File: src/rtl/calc_pkg.sv
// Shared types and constants for the calculator sequencer.
package calc_pkg;

    typedef enum logic [2:0] {
        ENTRY1 = 3'd0,
        ENTRY2 = 3'd1,
        START  = 3'd2,
        WAIT   = 3'd3,
        WRITE  = 3'd4,
        DONE   = 3'd5,
        ERR    = 3'd6
    } seq_state_t;

    localparam logic [3:0]  DEF_ADDR_OP1 = 4'd0;
    localparam logic [3:0]  DEF_ADDR_OP2 = 4'd1;
    localparam logic [3:0]  DEF_ADDR_RES = 4'd2;

    // Largest operand magnitude that still fits a 16-bit signed value.
    localparam logic [14:0] MAX_MAG = 15'd32767;

    // Sign/magnitude to two's complement.
    function automatic logic [15:0] to_signed16(input logic neg, input logic [14:0] mag);
        return neg ? (16'd0 - {1'b0, mag}) : {1'b0, mag};
    endfunction

endpackage

File: src/rtl/operand_accum.sv
// One keypad operand: decimal digit append with magnitude saturation check,
// sign toggle, and the resulting two's complement value.
module operand_accum
    import calc_pkg::*;
(
    input  logic        clk,
    input  logic        reset,
    input  logic        clear,
    input  logic        zero,
    input  logic        key_en,
    input  logic [3:0]  digit,
    input  logic        neg_en,
    output logic        update,
    output logic [15:0] next_value,
    output logic [15:0] value
);

    logic [14:0] mag;
    logic [14:0] mag_next;
    logic        sign;
    logic        sign_next;
    logic [18:0] appended;
    logic        key_ok;

    // Decide whether this cycle changes the operand and what it becomes.
    always_comb begin
        appended  = ({4'd0, mag} * 19'd10) + {15'd0, digit};
        key_ok    = key_en && (digit <= 4'd9) && (appended <= {4'd0, MAX_MAG});
        mag_next  = mag;
        sign_next = sign;
        if (neg_en) begin
            sign_next = ~sign;
        end else if (key_ok) begin
            mag_next = appended[14:0];
        end
        update     = neg_en || key_ok;
        next_value = to_signed16(sign_next, mag_next);
        value      = to_signed16(sign, mag);
    end

    // Operand register; cleared by reset, user clear or a committed result.
    always_ff @(posedge clk) begin
        if (reset || clear || zero) begin
            mag  <= '0;
            sign <= 1'b0;
        end else begin
            mag  <= mag_next;
            sign <= sign_next;
        end
    end

endmodule

File: src/rtl/calc_sequencer.sv
// Control FSM that gathers two signed operands from keypad events, runs one
// add/subtract through the external ALU, checks overflow/timeout and commits
// the result to memory and the display.
module calc_sequencer
    import calc_pkg::*;
#(
    parameter int         TIMEOUT_CYCLES = 64,
    parameter logic [3:0] ADDR_OP1       = DEF_ADDR_OP1,
    parameter logic [3:0] ADDR_OP2       = DEF_ADDR_OP2,
    parameter logic [3:0] ADDR_RES       = DEF_ADDR_RES
)(
    input  logic        clk,
    input  logic        reset,
    input  logic        clear,
    input  logic        key_valid,
    input  logic [3:0]  key_digit,
    input  logic        neg_valid,
    input  logic        op_valid,
    input  logic        op_sub,
    input  logic        eq_valid,
    output logic [15:0] alu_in1,
    output logic [15:0] alu_in2,
    output logic        alu_sub,
    output logic        alu_start,
    input  logic [15:0] alu_out,
    input  logic        alu_finish,
    output logic        mem_we,
    output logic [3:0]  mem_addr,
    output logic [15:0] mem_wdata,
    output logic [15:0] display,
    output logic        complete,
    output logic        error,
    output logic        busy
);

    localparam int              CNT_W    = $clog2(TIMEOUT_CYCLES + 1);
    localparam logic [CNT_W-1:0] CNT_LAST = CNT_W'(TIMEOUT_CYCLES - 1);

    seq_state_t       state;
    seq_state_t       state_next;
    logic [CNT_W-1:0] wait_cnt;

    logic        in_entry1;
    logic        in_entry2;
    logic        ctrl_hit;
    logic        upd1;
    logic        upd2;
    logic [15:0] next1;
    logic [15:0] next2;
    logic        overflow;
    logic        timeout_hit;

    assign in_entry1   = (state == ENTRY1);
    assign in_entry2   = (state == ENTRY2);
    // eq/op outrank neg, which outranks a digit; dropped strobes are lost.
    assign ctrl_hit    = eq_valid || op_valid;
    assign timeout_hit = (wait_cnt == CNT_LAST);

    // Signed overflow of the 16-bit result given the operands and operator.
    assign overflow = alu_sub ?
        ((alu_in1[15] != alu_in2[15]) && (alu_out[15] != alu_in1[15])) :
        ((alu_in1[15] == alu_in2[15]) && (alu_out[15] != alu_in1[15]));

    operand_accum u_op1 (
        .clk        (clk),
        .reset      (reset),
        .clear      (clear),
        .zero       (state == DONE),
        .key_en     (in_entry1 && key_valid && !ctrl_hit && !neg_valid),
        .digit      (key_digit),
        .neg_en     (in_entry1 && neg_valid && !ctrl_hit),
        .update     (upd1),
        .next_value (next1),
        .value      (alu_in1)
    );

    operand_accum u_op2 (
        .clk        (clk),
        .reset      (reset),
        .clear      (clear),
        .zero       (state == DONE),
        .key_en     (in_entry2 && key_valid && !ctrl_hit && !neg_valid),
        .digit      (key_digit),
        .neg_en     (in_entry2 && neg_valid && !ctrl_hit),
        .update     (upd2),
        .next_value (next2),
        .value      (alu_in2)
    );

    // State register.
    always_ff @(posedge clk) begin
        if (reset) begin
            state <= ENTRY1;
        end else begin
            state <= state_next;
        end
    end

    // Next-state logic and state-decoded strobes; clear overrides everything.
    always_comb begin
        state_next = state;
        alu_start  = 1'b0;
        busy       = 1'b0;
        complete   = 1'b0;
        error      = 1'b0;
        case (state)
            ENTRY1: if (op_valid) state_next = ENTRY2;
            ENTRY2: if (eq_valid) state_next = START;
            START: begin
                alu_start  = 1'b1;
                busy       = 1'b1;
                state_next = WAIT;
            end
            WAIT: begin
                busy = 1'b1;
                // A finish on the last allowed cycle still wins over timeout.
                if (alu_finish) begin
                    state_next = overflow ? ERR : WRITE;
                end else if (timeout_hit) begin
                    state_next = ERR;
                end
            end
            WRITE: begin
                busy       = 1'b1;
                state_next = DONE;
            end
            DONE: begin
                complete   = 1'b1;
                state_next = ENTRY1;
            end
            ERR:     error = 1'b1;
            default: state_next = ENTRY1;
        endcase
        if (clear) state_next = ENTRY1;
    end

    // Datapath registers: wait counter, operator, display and memory port.
    always_ff @(posedge clk) begin
        if (reset || clear) begin
            wait_cnt  <= '0;
            alu_sub   <= 1'b0;
            display   <= '0;
            mem_we    <= 1'b0;
            mem_addr  <= '0;
            mem_wdata <= '0;
        end else begin
            mem_we <= 1'b0;

            if (state != WAIT) begin
                wait_cnt <= '0;
            end else if (!alu_finish) begin
                wait_cnt <= wait_cnt + 1'b1;
            end

            if ((in_entry1 && op_valid) || (in_entry2 && op_valid && !eq_valid)) begin
                alu_sub <= op_sub;
            end

            if (upd1) begin
                mem_we    <= 1'b1;
                mem_addr  <= ADDR_OP1;
                mem_wdata <= next1;
            end else if (upd2) begin
                mem_we    <= 1'b1;
                mem_addr  <= ADDR_OP2;
                mem_wdata <= next2;
            end

            if (state == WAIT) begin
                if (alu_finish) begin
                    if (!overflow) begin
                        display   <= alu_out;
                        mem_we    <= 1'b1;
                        mem_addr  <= ADDR_RES;
                        mem_wdata <= alu_out;
                    end else begin
                        display <= '0;
                    end
                end else if (timeout_hit) begin
                    display <= '0;
                end
            end
        end
    end

endmodule

File: config.mk
export PLATFORM = sky130hd
export DESIGN_NAME = calc_sequencer
export DESIGN_NICKNAME = d
export VERILOG_FILES = /design/src/rtl/calc_pkg.sv /design/src/rtl/operand_accum.sv /design/src/rtl/calc_sequencer.sv
export SDC_FILE = /design/constraint.sdc
export NUM_CORES = 1
export LEC_CHECK = 0
export BUFFER_PORTS_ARGS = -buffer_cell sky130_fd_sc_hd__clkbuf_2
export CORE_MARGIN = 2
export CORE_UTILIZATION = 25
export CTS_BUF_LIST = sky130_fd_sc_hd__clkbuf_4 sky130_fd_sc_hd__clkbuf_8
export CTS_CLUSTER_SIZE = 12
export DETAILED_ROUTE_END_ITERATION = 16
export HOLD_SLACK_MARGIN = 0.02
export SYNTH_ARGS = -nofsm -noshare
export SYNTH_HDL_FRONTEND = slang
export SYNTH_SLANG_ARGS = --single-unit
File: constraint.sdc
create_clock -name clk -period 6 [get_ports clk]
set_input_delay 0.3 -clock clk [delete_from_list [all_inputs] [get_ports clk]]
set_output_delay 0.3 -clock clk [all_outputs]
set_load 0.03 [all_outputs]
Yosys cells after proc, flatten, opt, wreduce, memory -nomap -nowiden. Cells that the tools add are included.

Bits in registers: 80. Latch bits: 0. RAM bits: 0. Memory bits (read-only): 0. Input bits: 29. Output and inout port bits: 74. Word-level logic and storage cells: 114. Memories kept: 0.

$add $sub $neg: 7. Multipliers: 2. Divide/modulo/power cells: 0. Magnitude comparators: 3. Equality and inequality tests: 14. Shift operators: 0. Mux-type cells: 39. Bitwise logic cells: 3. Reduce and logical (&&, ||, !) cells: 35.

Operators by type and width (count): $mux W16 (12); $sub A1 B15 Y16 const A (4); $mux W15 (4); $add A19 B4 Y19 (2); $le A19 B15 Y1 const B (2); $mul A15 B3 Y18 const B (2); $mux W4 (5); $logic_and A1 B1 Y1 (19); $pmux W3 S6 (1); $mux W1 (12); $mux W3 (4); $eq A3 B3 Y1 const B (3); $add A7 B1 Y7 const B (1); $eq A7 B6 Y1 const B (1); $eq A3 B2 Y1 const B (2); $logic_or A1 B1 Y1 (6); $le A4 B4 Y1 const B (1); $ne A2 B2 Y1 const B (2); $reduce_and A4 Y1 (1); $reduce_or A2 Y1 (2); $eq A3 B1 Y1 const B (1); $logic_not A1 Y1 (3); $logic_not A3 Y1 (1); $ne A3 B2 Y1 const B (1); other kinds (8) (11).

Logic depth before layout (Yosys ltp). Gate-level depths: netlist of run 1.

Depth in word-level cells: 15. Mapped depth: 22.

Hierarchy. From an unflattened synthesis of run 1, not the netlist that was laid out.

Cell total of the unflattened synthesis: 993. Area total of the unflattened synthesis: 8005.2 µm².

By module, submodules not included: operand_accum (u_op1) (times used 1, cells each 382, area each 2996.6 µm², seq. area each 320.3 µm²); operand_accum (u_op2) (times used 1, cells each 369, area each 2834.0 µm², seq. area each 320.3 µm²); calc_sequencer (times used 1, cells each 242, area each 2174.6 µm², seq. area each 960.9 µm²).

Least setup slack after synthesis of run 1. Ideal clock, no wire load.

Path kind: register -> register. From: register u_op1.mag[3]. To: register mem_wdata[10]. Setup time: 0.134 ns. Data arrival time: 4.898 ns. Path slack: 0.969 ns. Stages on the path, launching flop included: 23. Cell sequence: dfxtp_1 > ha_1 > ha_1 > fa_1 > a21o_1 > a221oi_1 > xor2_1 > nand4b_1 > nor3b_1 > nand2b_1 > a22oi_2 > buf_2 > mux2i_1 > ha_1 > nand2_1 > or3_1 > inv_1 > nand3b_1 > a21o_1 > a32oi_1 > nor3_1 > o21ai_0 > o22ai_1.

Word-level cells in the longest chain between the ends: 12. Elaborated cells between the ends (all ways): 21. Those cells by class: add/sub: 3; mul: 1; order compare: 1; eq/ne: 3; mux: 9; reduce/logical: 4.

RTL lines: from (decl) (line operand_accum.sv:18) `logic [14:0] mag;`; from (signal assigned) (line operand_accum.sv:47) `mag <= mag_next;`; $mul A15 B3 Y18 (line operand_accum.sv:27) `appended = ({4'd0, mag} * 19'd10) + {15'd0, digit};`; $add A19 B4 Y19 (line operand_accum.sv:27); $le A19 B15 Y1 (line operand_accum.sv:28) `key_ok = key_en && (digit <= 4'd9) && (appended <= {4'd0, MAX_MAG});`; $logic_and A1 B1 Y1 (line operand_accum.sv:28); $mux W15 (line operand_accum.sv:33) `end else if (key_ok) begin`; $mux W15 (line operand_accum.sv:31) `if (neg_en) begin`; $sub A1 B15 Y16 (line calc_pkg.sv:23) `return neg ? (16'd0 - {1'b0, mag}) : {1'b0, mag};`; $mux W16 (line calc_pkg.sv:23); $mux W16 (line calc_sequencer.sv:159) `if (upd1) begin`; $mux W16 (line calc_sequencer.sv:171) `if (!overflow) begin`; $mux W16 (line calc_sequencer.sv:170) `if (alu_finish) begin`; $mux W16 (*) (line calc_sequencer.sv:169) `if (state == WAIT) begin`; to (signal assigned) (line calc_sequencer.sv:162) `mem_wdata <= next1;`; to (signal assigned) (line calc_sequencer.sv:166) `mem_wdata <= next2;`; to (signal assigned) (line calc_sequencer.sv:175) `mem_wdata <= alu_out;`; to (decl) (line calc_sequencer.sv:29) `output logic [15:0] mem_wdata,`.

Every way passes the cells marked *; elsewhere a longest branch is shown, timed or not. A chain may end at the register's enable or synchronous reset.

Worst setup path after layout of run 1.
From: register u_op2.mag[3]. To: register mem_wdata[14].

Word-level cells in the longest chain between the ends: 13. Elaborated cells between the ends (all ways): 21. Those cells by class: add/sub: 3; mul: 1; order compare: 1; eq/ne: 2; mux: 10; reduce/logical: 4.

RTL lines: from (decl) (line operand_accum.sv:18); from (signal assigned) (line operand_accum.sv:47); $mul A15 B3 Y18 (line operand_accum.sv:27); $add A19 B4 Y19 (line operand_accum.sv:27); $le A19 B15 Y1 (line operand_accum.sv:28); $logic_and A1 B1 Y1 (line operand_accum.sv:28); $mux W15 (line operand_accum.sv:33); $mux W15 (line operand_accum.sv:31); $sub A1 B15 Y16 (line calc_pkg.sv:23); $mux W16 (line calc_pkg.sv:23); $mux W16 (line calc_sequencer.sv:163) `end else if (upd2) begin`; $mux W16 (line calc_sequencer.sv:159); $mux W16 (line calc_sequencer.sv:171); $mux W16 (line calc_sequencer.sv:170); $mux W16 (*) (line calc_sequencer.sv:169).

Marks and branches as above.

==> results.ini, run 1 <==
[clocking]
clk_pin_slew_ns=0.09
cts_buffer_depth=2
htree_levels=3
cts_buffers=9
hold_buffers=0
cts.sinks=80
cts_tree=built
cts-root-buf=clkbuf_8
cts_setup_buffers=0
clock_latency_ns=0.37

[power]
ir_drop_v=0.00007996
p_per_area_mw_per_mm2=118.9
finalPower_w=0.001067
leakage_nw=3.764

[timing]
final_hold_viol_count=0
period_share=0.9321
finalCriticalPeriod_ns=5.593
fmax_mhz=178.8
fin_tns_setup_ns=0
skew_ns=0.01527
setup_violations=0
slew-limit-headroom=0.2626
rsz0062_at_grt=no
final_max_slew_viol_count=0
whs_ns=0.1653
tightest_slew_ns=1.098

[worst_hold_path]
whs_endpoint=alu_sub
hold_depth=3
holdCritPathClass=primary input to flip-flop
worstHoldStart=op_sub

[detailed_routing]
vias_per_cell=5.192
drtPass1Iterations=6
routed-via-count=7907
routedWlPerCell_um=17.32
initialDrtViolationCount=702
drc=0
antenna_left=0
wirelength_um=26380

[floorplan]
initial_core_util=0.2526
die_height_um=182.3
core_area_mm2=0.03147
dieArea_mm2=0.03324
die_w_um=182.3
ios=103
num_rows=65

[yosys]
yosysWarnings=0
synth-edff-count=0
yosysMostFrequentCell=nor2_1
ys_types=89
yosysTopAreaCell=dfxtp_1
synth_area_leaders=dfxtp_1 20%, ha_1 9.9%, xnor2_1 7.4%
synth_area_mm2=0.007950
synth-seq-area-share=0.2014
syn-num-nets=1145
synthArstFlopShare=0
yosys-top-cells-count=126 x nor2_1, 117 x nand2_1, 81 x a21oi_1
yosysTopAreaCellShare=0.2014
syn_area_per_cell_um2=7.579
synth_seq_cells=80
netlist_instances=1049
synth_flop_cell=dfxtp_1

[global_route]
antenna_found_initial=0
grt_pass1_vias=7417
grt_use_total=0.1543
grt_start_max_net_pins=36
gr-total-overflow=0
grt_pass1_wl_um=41030

[setup_path]
max_stage_delay_ns=0.60
crit_path_cell_trace=ha_1 -> ha_1 -> fa_1 -> nand2_1 -> nor3b_1 -> nor3b_2 -> nand4_2 -> a2111oi_2 -> mux2i_1 -> nand2_2 -> mux2i_1 -> ha_1 -> and3b_1 -> nand3_1 -> o41ai_1 -> mux2i_1 -> a211oi_1 -> a211oi_1
worst-path-stages=18
r2r_start=u_op2.mag[3]
cpLargestDelayFamily=simple AND/OR/NAND/NOR gates
rrSetupSlack_ns=0.41
critPathKind=flip-flop to flip-flop
ff2ff_path_depth=18
startpoint_type=flip-flop
regToRegEndpoint=mem_wdata[14]
cp.arrival_ns=5.82
crit_path_end_kind=flip-flop
path_buf_inv=0
critPathRequiredTime_ns=6.23
cp_max_fo=11
critical_path.slowest_cell=fa_1

[layout]
finalNetCount=1212
n_antenna_cell=0
layout-drive-gt1-share=0.1490
post-route-cell-area_mm2=0.008977
fillers=3389
final_cells=1523
area_growth_pct=12.92

[run]
cap_violations=0

[placed_design]
placed_cells=1507
dpl-instance-area_mm2=0.008773
numPortBuffers=102
place_congestion=0.8966
hpwl_um=20860

[status]
status=complete, no violations

==> power by group <==
group / internal (W) / switching (W) / total (W)
sequential: 0.000534 / 0.00000382 / 0.000538
clock: 0.000201 / 0.000214 / 0.000415
combinational: 0.0000380 / 0.0000764 / 0.000114
==> layout make-up <==
cell class                 count  area [um2]  share of cell area
multi-input combinational    890        6001              0.6684
inverter                      22       82.58            0.009199
clock inverter                 5       57.56            0.006411
clock buffer                  11       138.9             0.01547
timing repair buffer         113       593.1             0.06606
tap                          402       503.0             0.05603
sequential                    80        1602              0.1784
==> worst min-delay path: stages <==
cell and delay [ns]:
clkbuf_2 0.08, mux2i_1 0.05, nor2_1 0.08
==> per-layer routing <==
metal / track usage / up-vias / wire, um
li1: - / 3914 / -
met1: 0.2055 / 3733 / 11960
met2: 0.2605 / 228 / 12490
met3: 0.01616 / 32 / 1243
met4: 0.05129 / 0 / 688
met5: 0 / - / 0
==> registers in the layout (all words and copies together) (netlist names) <==
name and count:
u_op1.sign 1, u_op2.sign 1, alu_sub 1, u_op1.mag 15, mem_we 1, u_op2.mag 15, mem_wdata 16, state 3
mem_addr 4, wait_cnt 7, display 16
==> cell families (layout without fill, tap and decap cells) <==
| group | Yosys count | in the layout | synth area share |
|---|---|---|---|
| simple gates | 427 | 427 | 0.2701 |
| compound gates | 258 | 258 | 0.2169 |
| xor+xnor | 106 | 106 | 0.1168 |
| flops | 80 | 80 | 0.2014 |
| buf+inv | 79 | 151 | 0.04469 |
| fa+ha+maj | 67 | 67 | 0.1092 |
| mux | 32 | 32 | 0.04092 |
==> layout by cell type (no fill, tap or decap), types with 13 or more instances in the layout <==
master | Yosys | layout
nor2_1 | 126 | 126
nand2_1 | 117 | 117
clkbuf_2 | 1 | 102
a21oi_1 | 81 | 81
dfxtp_1 | 80 | 80
xnor2_1 | 67 | 67
ha_1 | 63 | 63
o21ai_0 | 48 | 48
xor2_1 | 39 | 38
nor3_1 | 35 | 35
mux2i_1 | 28 | 28
inv_1 | 22 | 22
a211oi_1 | 21 | 21
nand3_1 | 19 | 19
or3_1 | 15 | 15
nand2b_1 | 14 | 14
and3_1 | 13 | 13
==> how the worst max path moves through the flow <==
stage	startpoint	endpoint
2_1_floorplan	u_op1.mag[3]	mem_wdata[10]
3_3_place_gp	u_op2.mag[3]	mem_wdata[10]
3_5_place_dp	u_op2.mag[3]	mem_wdata[14]
4_1_cts	u_op2.mag[3]	mem_wdata[14]
5_1_grt	u_op1.mag[1]	mem_wdata[6]
6_report	u_op2.mag[3]	mem_wdata[14]
==> through the flow <==
stage / setup slack [ns] / util
floorplan: 0.9685 / -
global placement: 0.6345 / 0.2788
detailed placement: 0.4681 / 0.2788
CTS: 0.4216 / 0.2850
global route: 0.02555 / 0.2852
finish: 0.4074 / 0.2852
==> repair_timing <==
action | in CTS | in global routing
resized for setup | 0 | 1
endpoints found under the hold margin | 0 | 0
endpoints found under the setup margin | 0 | 1
(Power assumes the default switching activity.)
==> inputs of run 2 (changes only) <==
--- a/config.mk
+++ b/config.mk
@@ -12,6 +12,7 @@
 export CTS_CLUSTER_SIZE = 12
 export DETAILED_ROUTE_END_ITERATION = 16
 export HOLD_SLACK_MARGIN = 0.02
+export PLACE_DENSITY_LB_ADDON = 0.1
 export SYNTH_ARGS = -nofsm -noshare
 export SYNTH_HDL_FRONTEND = slang
 export SYNTH_SLANG_ARGS = --single-unit
==> run 2 against run 1 <==
Compared with the run above:
- combinational power grew 4%
- clock skew shrank 0.0032 ns
- routed wire length grew 9.5%
- core utilization grew 0.53 points
- highest routed layer unchanged
- flip-flop and latch count is the same
- via count shrank 1.4%
==> results.ini, run 2 (synthesized netlist as in run 1, its figures left out) <==
[layout]
layout.cells.most_common_list=126 x nor2_1, 117 x nand2_1, 102 x clkbuf_2
post-route-cell-area_mm2=0.009144  ; +1.9%
area_growth_pct=15.01
fillers=3440  ; +1.5%
layout_commonest_cell=nor2_1
layout-drive-gt1-share=0.1650  ; +0.01607
n_antenna_cell=0  ; unchanged
multi_input_area_mm2=0.006040  ; +0.65%
finalNetCount=1224  ; +0.99%
final_core_util=0.2905  ; +0.005287
regArea_mm2=0.001605  ; +0.23%
top_regs=display: 16 flops, mem_wdata: 16 flops

[detailed_routing]
routedWlPerCell_um=18.81  ; +8.6%
wirelength_um=28880  ; +9.5%
drtPass1Iterations=5  ; -1
drc=0  ; unchanged
vias_per_cell=5.079  ; -2.2%
initialDrtViolationCount=450  ; -36%
antenna_left=0  ; unchanged
routed-via-count=7797  ; -1.4%

[clocking]
cts_buffers=9  ; unchanged
htree_levels=3  ; unchanged
hold_buffers=0  ; unchanged
clk_pin_slew_ns=0.10  ; about the same
cts-root-buf=clkbuf_8
clock_latency_ns=0.38  ; about the same
cts_tree=built
cts.sinks=80  ; unchanged
cts_buffer_depth=2  ; unchanged

[setup_path]
rrSetupSlack_ns=0.45  ; +0.05 ns
regToRegEndpoint=mem_wdata[10]
max_stage_delay_ns=0.44  ; -0.16 ns
cp_max_fo=7  ; -4
startpoint_type=flip-flop
path_buf_inv=1  ; +1
r2r_start=u_op1.mag[3]
critical_path.slowest_cell=fa_1
cp.arrival_ns=5.78  ; -0.04 ns
crit_path_frequent_cell=ha_1
ff2ff_path_depth=21  ; +3
critPathRequiredTime_ns=6.23  ; about the same
critPathKind=flip-flop to flip-flop
cpLargestDelayFamily=simple AND/OR/NAND/NOR gates
crit_path_end_kind=flip-flop
crit_path_cell_trace=ha_1 -> ha_1 -> fa_1 -> a211oi_1 -> nor2_1 -> nor4_4 -> nand4b_1 -> or3b_1 -> nor3_1 -> a22oi_2 -> mux2i_2 -> ha_1 -> nand2_1 -> or3_1 -> inv_1 -> nand3b_1 -> a21o_1 -> a32oi_1 -> nor3_1 -> o21ai_0 -> o22ai_1

[run]
cap_violations=0  ; unchanged

[floorplan]
num_rows=65  ; unchanged
core_area_mm2=0.03147  ; unchanged
ios=103  ; unchanged
dieArea_mm2=0.03324  ; unchanged
die_height_um=182.3  ; unchanged
die_w_um=182.3  ; unchanged
initial_core_util=0.2526  ; unchanged

[timing]
slew-limit-headroom=0.2548  ; -0.007863
setup_violations=0  ; unchanged
fmax_mhz=180.3  ; +0.83%
rsz0062_at_grt=no
whs_ns=0.1482  ; -0.01714 ns
final_max_slew_viol_count=0  ; unchanged
final_hold_viol_count=0  ; unchanged
fin_tns_setup_ns=0  ; unchanged
fin_ws_ns=0.4534  ; +0.04599 ns
skew_ns=0.01209  ; -0.003183 ns
period_share=0.9244  ; -0.007664
finalCriticalPeriod_ns=5.547  ; -0.04599 ns
tightest_slew_ns=1.110  ; +0.01171 ns

[worst_hold_path]
hold_depth=3  ; unchanged
whs_endpoint=alu_sub
holdCritPathClass=primary input to flip-flop
worstHoldStart=op_sub

[global_route]
grt_use_total=0.1742  ; +0.01994
gr-total-overflow=0  ; unchanged
grt_start_max_net_pins=36  ; unchanged
antenna_found_initial=0  ; unchanged
grt_pass1_wl_um=45420  ; +11%
grt_pass1_vias=7566  ; +2.0%

[placed_design]
dpl-instance-area_mm2=0.008864  ; +1.0%
numPortBuffers=102  ; unchanged
hpwl_um=23130  ; +11%
pre_cts_slack_ns=0.3030  ; -0.1651 ns
place_congestion=0.7880  ; -12%

[power]
ir_drop_v=0.00008643  ; +8.1%
leakage_nw=3.852  ; +2.3%
p_per_area_mw_per_mm2=126.3  ; +6.3%

[status]
status=complete, no violations

## run 2: cell count changes in the layout (fill, tap and decap cells not counted), sizes merged
cell	delta
clkbuf	-2
buf	+12
clkinv	-1
inv	+5
clkinvlp	-3
bufinv	+1
## run 2: worst reg2reg max path: stages (launching register included)
cell      delay [ns]
dfxtp_2         0.43
ha_1            0.26
ha_1            0.26
fa_1            0.44
a211oi_1        0.29
nor2_1          0.17
nor4_4          0.42
nand4b_1        0.21
or3b_1          0.44
nor3_1          0.30
a22oi_2         0.19
mux2i_2         0.31
ha_1            0.31
nand2_1         0.09
or3_1           0.40
inv_1           0.10
nand3b_1        0.10
a21o_1          0.20
a32oi_1         0.20
nor3_1          0.06
o21ai_0         0.11
o22ai_1         0.10
## run 2: per-layer routing
metal	vias to the layer above	wire length, um	track usage
li1	3950	-	-
met1	3672	14530	0.2510
met2	160	13080	0.2829
met3	15	1055	0.02155
met4	0	212	0.02581
met5	-	0	0
## run 2: timing repair
action                                  CTS  global route
resized for setup                         0            11
buffers inserted                          0             0
endpoints found under the setup margin    0             5
## run 2: layout make-up
type,count,area share
sequential,80,0.1756
multi-input combinational,890,0.6605
tap,402,0.05501
inverter,22,0.009031
clock buffer,9,0.01355
timing repair buffer,125,0.07471
clock inverter,7,0.01163
## run 2: where the power goes
group          leakage, nW  total (W)  internal, W  switching [W]
clock network        0.117   0.000498     0.000244       0.000255
logic                 3.09   0.000118    0.0000397      0.0000788
registers            0.646   0.000538     0.000534     0.00000400
## run 2: how the worst max path moves through the flow
stage            startpoint            end  depth (start not counted)
6_report       u_op1.mag[3]  mem_wdata[10]                         21
3_3_place_gp   u_op2.mag[1]  mem_wdata[14]                         18
3_5_place_dp   u_op1.mag[3]  mem_wdata[10]                         21
5_1_grt        u_op2.mag[1]  mem_wdata[14]                         18
4_1_cts        u_op1.mag[3]  mem_wdata[10]                         21
2_1_floorplan  u_op1.mag[3]  mem_wdata[10]                         22
## run 2: metrics by stage
stage / cells / total power (W)
4_1_cts: 1535 / 0.001170
6_report: 1535 / 0.001155
3_5_place_dp: 1519 / 0.0006692
2_1_floorplan: 1049 / 0.0006229
5_1_grt: 1535 / 0.001207
3_3_place_gp: 1519 / 0.0006699
==> inputs of run 3 (changes only) <==
--- a/config.mk
+++ b/config.mk
@@ -13,6 +13,7 @@
 export DETAILED_ROUTE_END_ITERATION = 16
 export HOLD_SLACK_MARGIN = 0.02
 export PLACE_DENSITY_LB_ADDON = 0.1
+export REMOVE_ABC_BUFFERS = 1
 export SYNTH_ARGS = -nofsm -noshare
 export SYNTH_HDL_FRONTEND = slang
 export SYNTH_SLANG_ARGS = --single-unit
==> run 3 against run 2 <==
Compared with the run above:
- sequential power is essentially flat
- first-iteration DRC count is 1.8% lower
- clock power increased by 2%
- core utilization is 0.083 points higher
- hold slack better by 0.018 ns
- total power grew 0.91%
- cell area up 0.29%
- global-route usage increased by 0.56 points
- clock-buffer cell count grew 1
- worst setup slack improved by 0.025 ns
- flip-flop and latch count unchanged
- largest cell class unchanged
- clock skew grew 0.0076 ns
==> results.ini, run 3 (synthesized netlist as in run 1, its figures left out) <==
[status]
status=complete, no violations

[timing]
rsz0062_at_grt=no
finalCriticalPeriod_ns=5.521  ; -0.02544 ns
final_max_slew_viol_count=0  ; unchanged
slew-limit-headroom=0.3712  ; +0.1165
setup_violations=0  ; unchanged
final_hold_viol_count=0  ; unchanged
period_share=0.9202  ; -0.004241
fmax_mhz=181.1  ; +0.46%
skew_ns=0.01965  ; +0.007563 ns
fin_tns_setup_ns=0  ; unchanged
tightest_slew_ns=0.9409  ; -0.1690 ns

[clocking]
cts.sinks=80  ; unchanged
cts_buffers=9  ; unchanged
clock_latency_ns=0.39  ; about the same
cts_buffer_depth=2  ; unchanged
htree_levels=3  ; unchanged
hold_buffers=0  ; unchanged
cts_tree=built
cts-root-buf=clkbuf_8
clk_pin_slew_ns=0.10  ; about the same
cts_setup_buffers=0  ; unchanged

[floorplan]
num_rows=65  ; unchanged
core_area_mm2=0.03147  ; unchanged
ios=103  ; unchanged
die_w_um=182.3  ; unchanged
dieArea_mm2=0.03324  ; unchanged
initial_core_util=0.2526  ; unchanged
die_height_um=182.3  ; unchanged

[detailed_routing]
drc=0  ; unchanged
routed-via-count=7949  ; +1.9%
wirelength_um=29700  ; +2.8%
vias_per_cell=5.162  ; +1.6%
antenna_left=0  ; unchanged
initialDrtViolationCount=442  ; -1.8%
routedWlPerCell_um=19.29  ; +2.5%
drtPass1Iterations=5  ; unchanged

[setup_path]
crit_path_end_kind=flip-flop
r2r_start=u_op1.mag[3]
crit_path_frequent_cell=ha_1
max_stage_delay_ns=0.45  ; about the same
regToRegEndpoint=mem_wdata[10]
critPathRequiredTime_ns=6.25  ; +0.02 ns
critical_path.slowest_cell=or3b_1
cp.arrival_ns=5.77  ; about the same
startpoint_type=flip-flop
rrSetupSlack_ns=0.48  ; +0.03 ns
crit_path_cell_trace=ha_1 -> ha_1 -> fa_1 -> a211oi_1 -> nor2_1 -> nor4_4 -> nand4b_1 -> or3b_1 -> nor3_1 -> a22oi_2 -> mux2i_1 -> ha_1 -> nand2_1 -> or3_1 -> inv_1 -> nand3b_1 -> a21o_1 -> a32oi_1 -> nor3_1 -> o21ai_0 -> o22ai_1
cp_max_fo=7  ; unchanged
ff2ff_path_depth=21  ; unchanged
critPathKind=flip-flop to flip-flop

[worst_hold_path]
whs_endpoint=alu_sub
holdCritPathClass=primary input to flip-flop
hold_depth=3  ; unchanged
worstHoldStart=op_sub

[global_route]
use_met3=0.01537  ; -0.006186
grtUsageMet2=0.3110  ; +0.02809
gr-total-overflow=0  ; unchanged
grt_pass1_wl_um=46640  ; +2.7%
grt_start_max_net_pins=36  ; unchanged
grt_pass1_vias=7704  ; +1.8%
grt_use_total=0.1798  ; +0.005577
met1_usage=0.2446  ; -0.006430
antenna_found_initial=0  ; unchanged
grt-busiest-layer=met2

[layout]
post-route-cell-area_mm2=0.009170  ; +0.29%
finalNetCount=1229  ; +0.41%
multi_input_area_mm2=0.006025  ; -0.25%
fillers=3448  ; +0.23%
area_growth_pct=15.34
layout-drive-gt1-share=0.1661  ; +0.001032
layout.cells.most_common_list=126 x nor2_1, 117 x nand2_1, 102 x clkbuf_2
n_antenna_cell=0  ; unchanged
regArea_mm2=0.001604  ; about the same
top_regs=display: 16 flops, mem_wdata: 16 flops
layout_commonest_cell=nor2_1

[placed_design]
place_congestion=0.8359  ; +6.1%
hpwl_um=23580  ; +1.9%
numPortBuffers=102  ; unchanged
dpl-instance-area_mm2=0.008901  ; +0.42%

[power]
leakage_nw=3.877  ; +0.64%
p_per_area_mw_per_mm2=127.1  ; +0.63%
ir_drop_v=0.00008257  ; -4.5%

[run]
cap_violations=0  ; unchanged

==> run 3: cell types whose count changed in the layout (fill, tap and decap cells not counted), sizes merged <==
cell | before | now
buf | 23 | 28
clkbuf | 111 | 112
clkinv | 0 | 1
inv | 27 | 25
==> run 3: per-stage QoR <==
step,hold WS [ns],instances,total power [W],worst slack [ns],util
2_1_floorplan,0.4405,992,0.0006187,0.7347,-
3_3_place_gp,0.4466,1524,0.0006725,0.4677,0.2828
3_5_place_dp,0.4497,1524,0.0006722,0.3462,0.2828
4_1_cts,0.1600,1540,0.001183,0.3278,0.2903
5_1_grt,0.1629,1540,0.001213,0.07142,0.2914
6_report,0.1661,1540,0.001166,0.4788,0.2914
==> run 3: cell type report <==
cell class	instances	share of cell area
clock buffers	10	0.01501
clock inverters	6	0.01064
inverters	22	0.009005
multi-input cells	890	0.6570
flip-flops and latches	80	0.1749
well taps	402	0.05485
repair buffers	130	0.07859
==> run 3: worst max-delay path by stage <==
stage	start	endpoint	slack [ns]	depth (start not counted)
after CTS	u_op1.mag[3]	mem_wdata[10]	0.33	21
after floorplan	u_op1.mag[3]	mem_wdata[6]	0.73	20
final	u_op1.mag[3]	mem_wdata[10]	0.48	21
after global routing	u_op1.mag[2]	mem_wdata[10]	0.07	20
after detailed placement	u_op1.mag[3]	mem_wdata[10]	0.35	21
after global placement	u_op2.mag[3]	mem_wdata[12]	0.47	20
==> run 3: report_power, final <==
part	switching (W)	total (W)	internal [W]
Sequential	0.00000361	0.000538	0.000534
Clock	0.000254	0.000507	0.000253
Combinational	0.0000809	0.000121	0.0000403
==> run 3: repair_timing <==
item,4_1_cts,5_1_grt
setup endpoints to repair,0,5
endpoints found under the hold margin,0,0
resized for setup,0,7
==> run 3: critical path, delay by kind of cell (launching register included) <==
family	cells	cell delay, ns
mux	1	0.29
fa+ha+maj	4	1.27
buf+inv	1	0.12
flops	1	0.41
compound gates	6	1.05
simple gates	9	2.24
==> run 3: per-layer routing <==
layer  share of wire  vias to the layer above
met3           0.029                       18
li1                -                     3962
met4           0.010                        0
met2            0.49                      145
met5               0                        -
met1            0.47                     3824
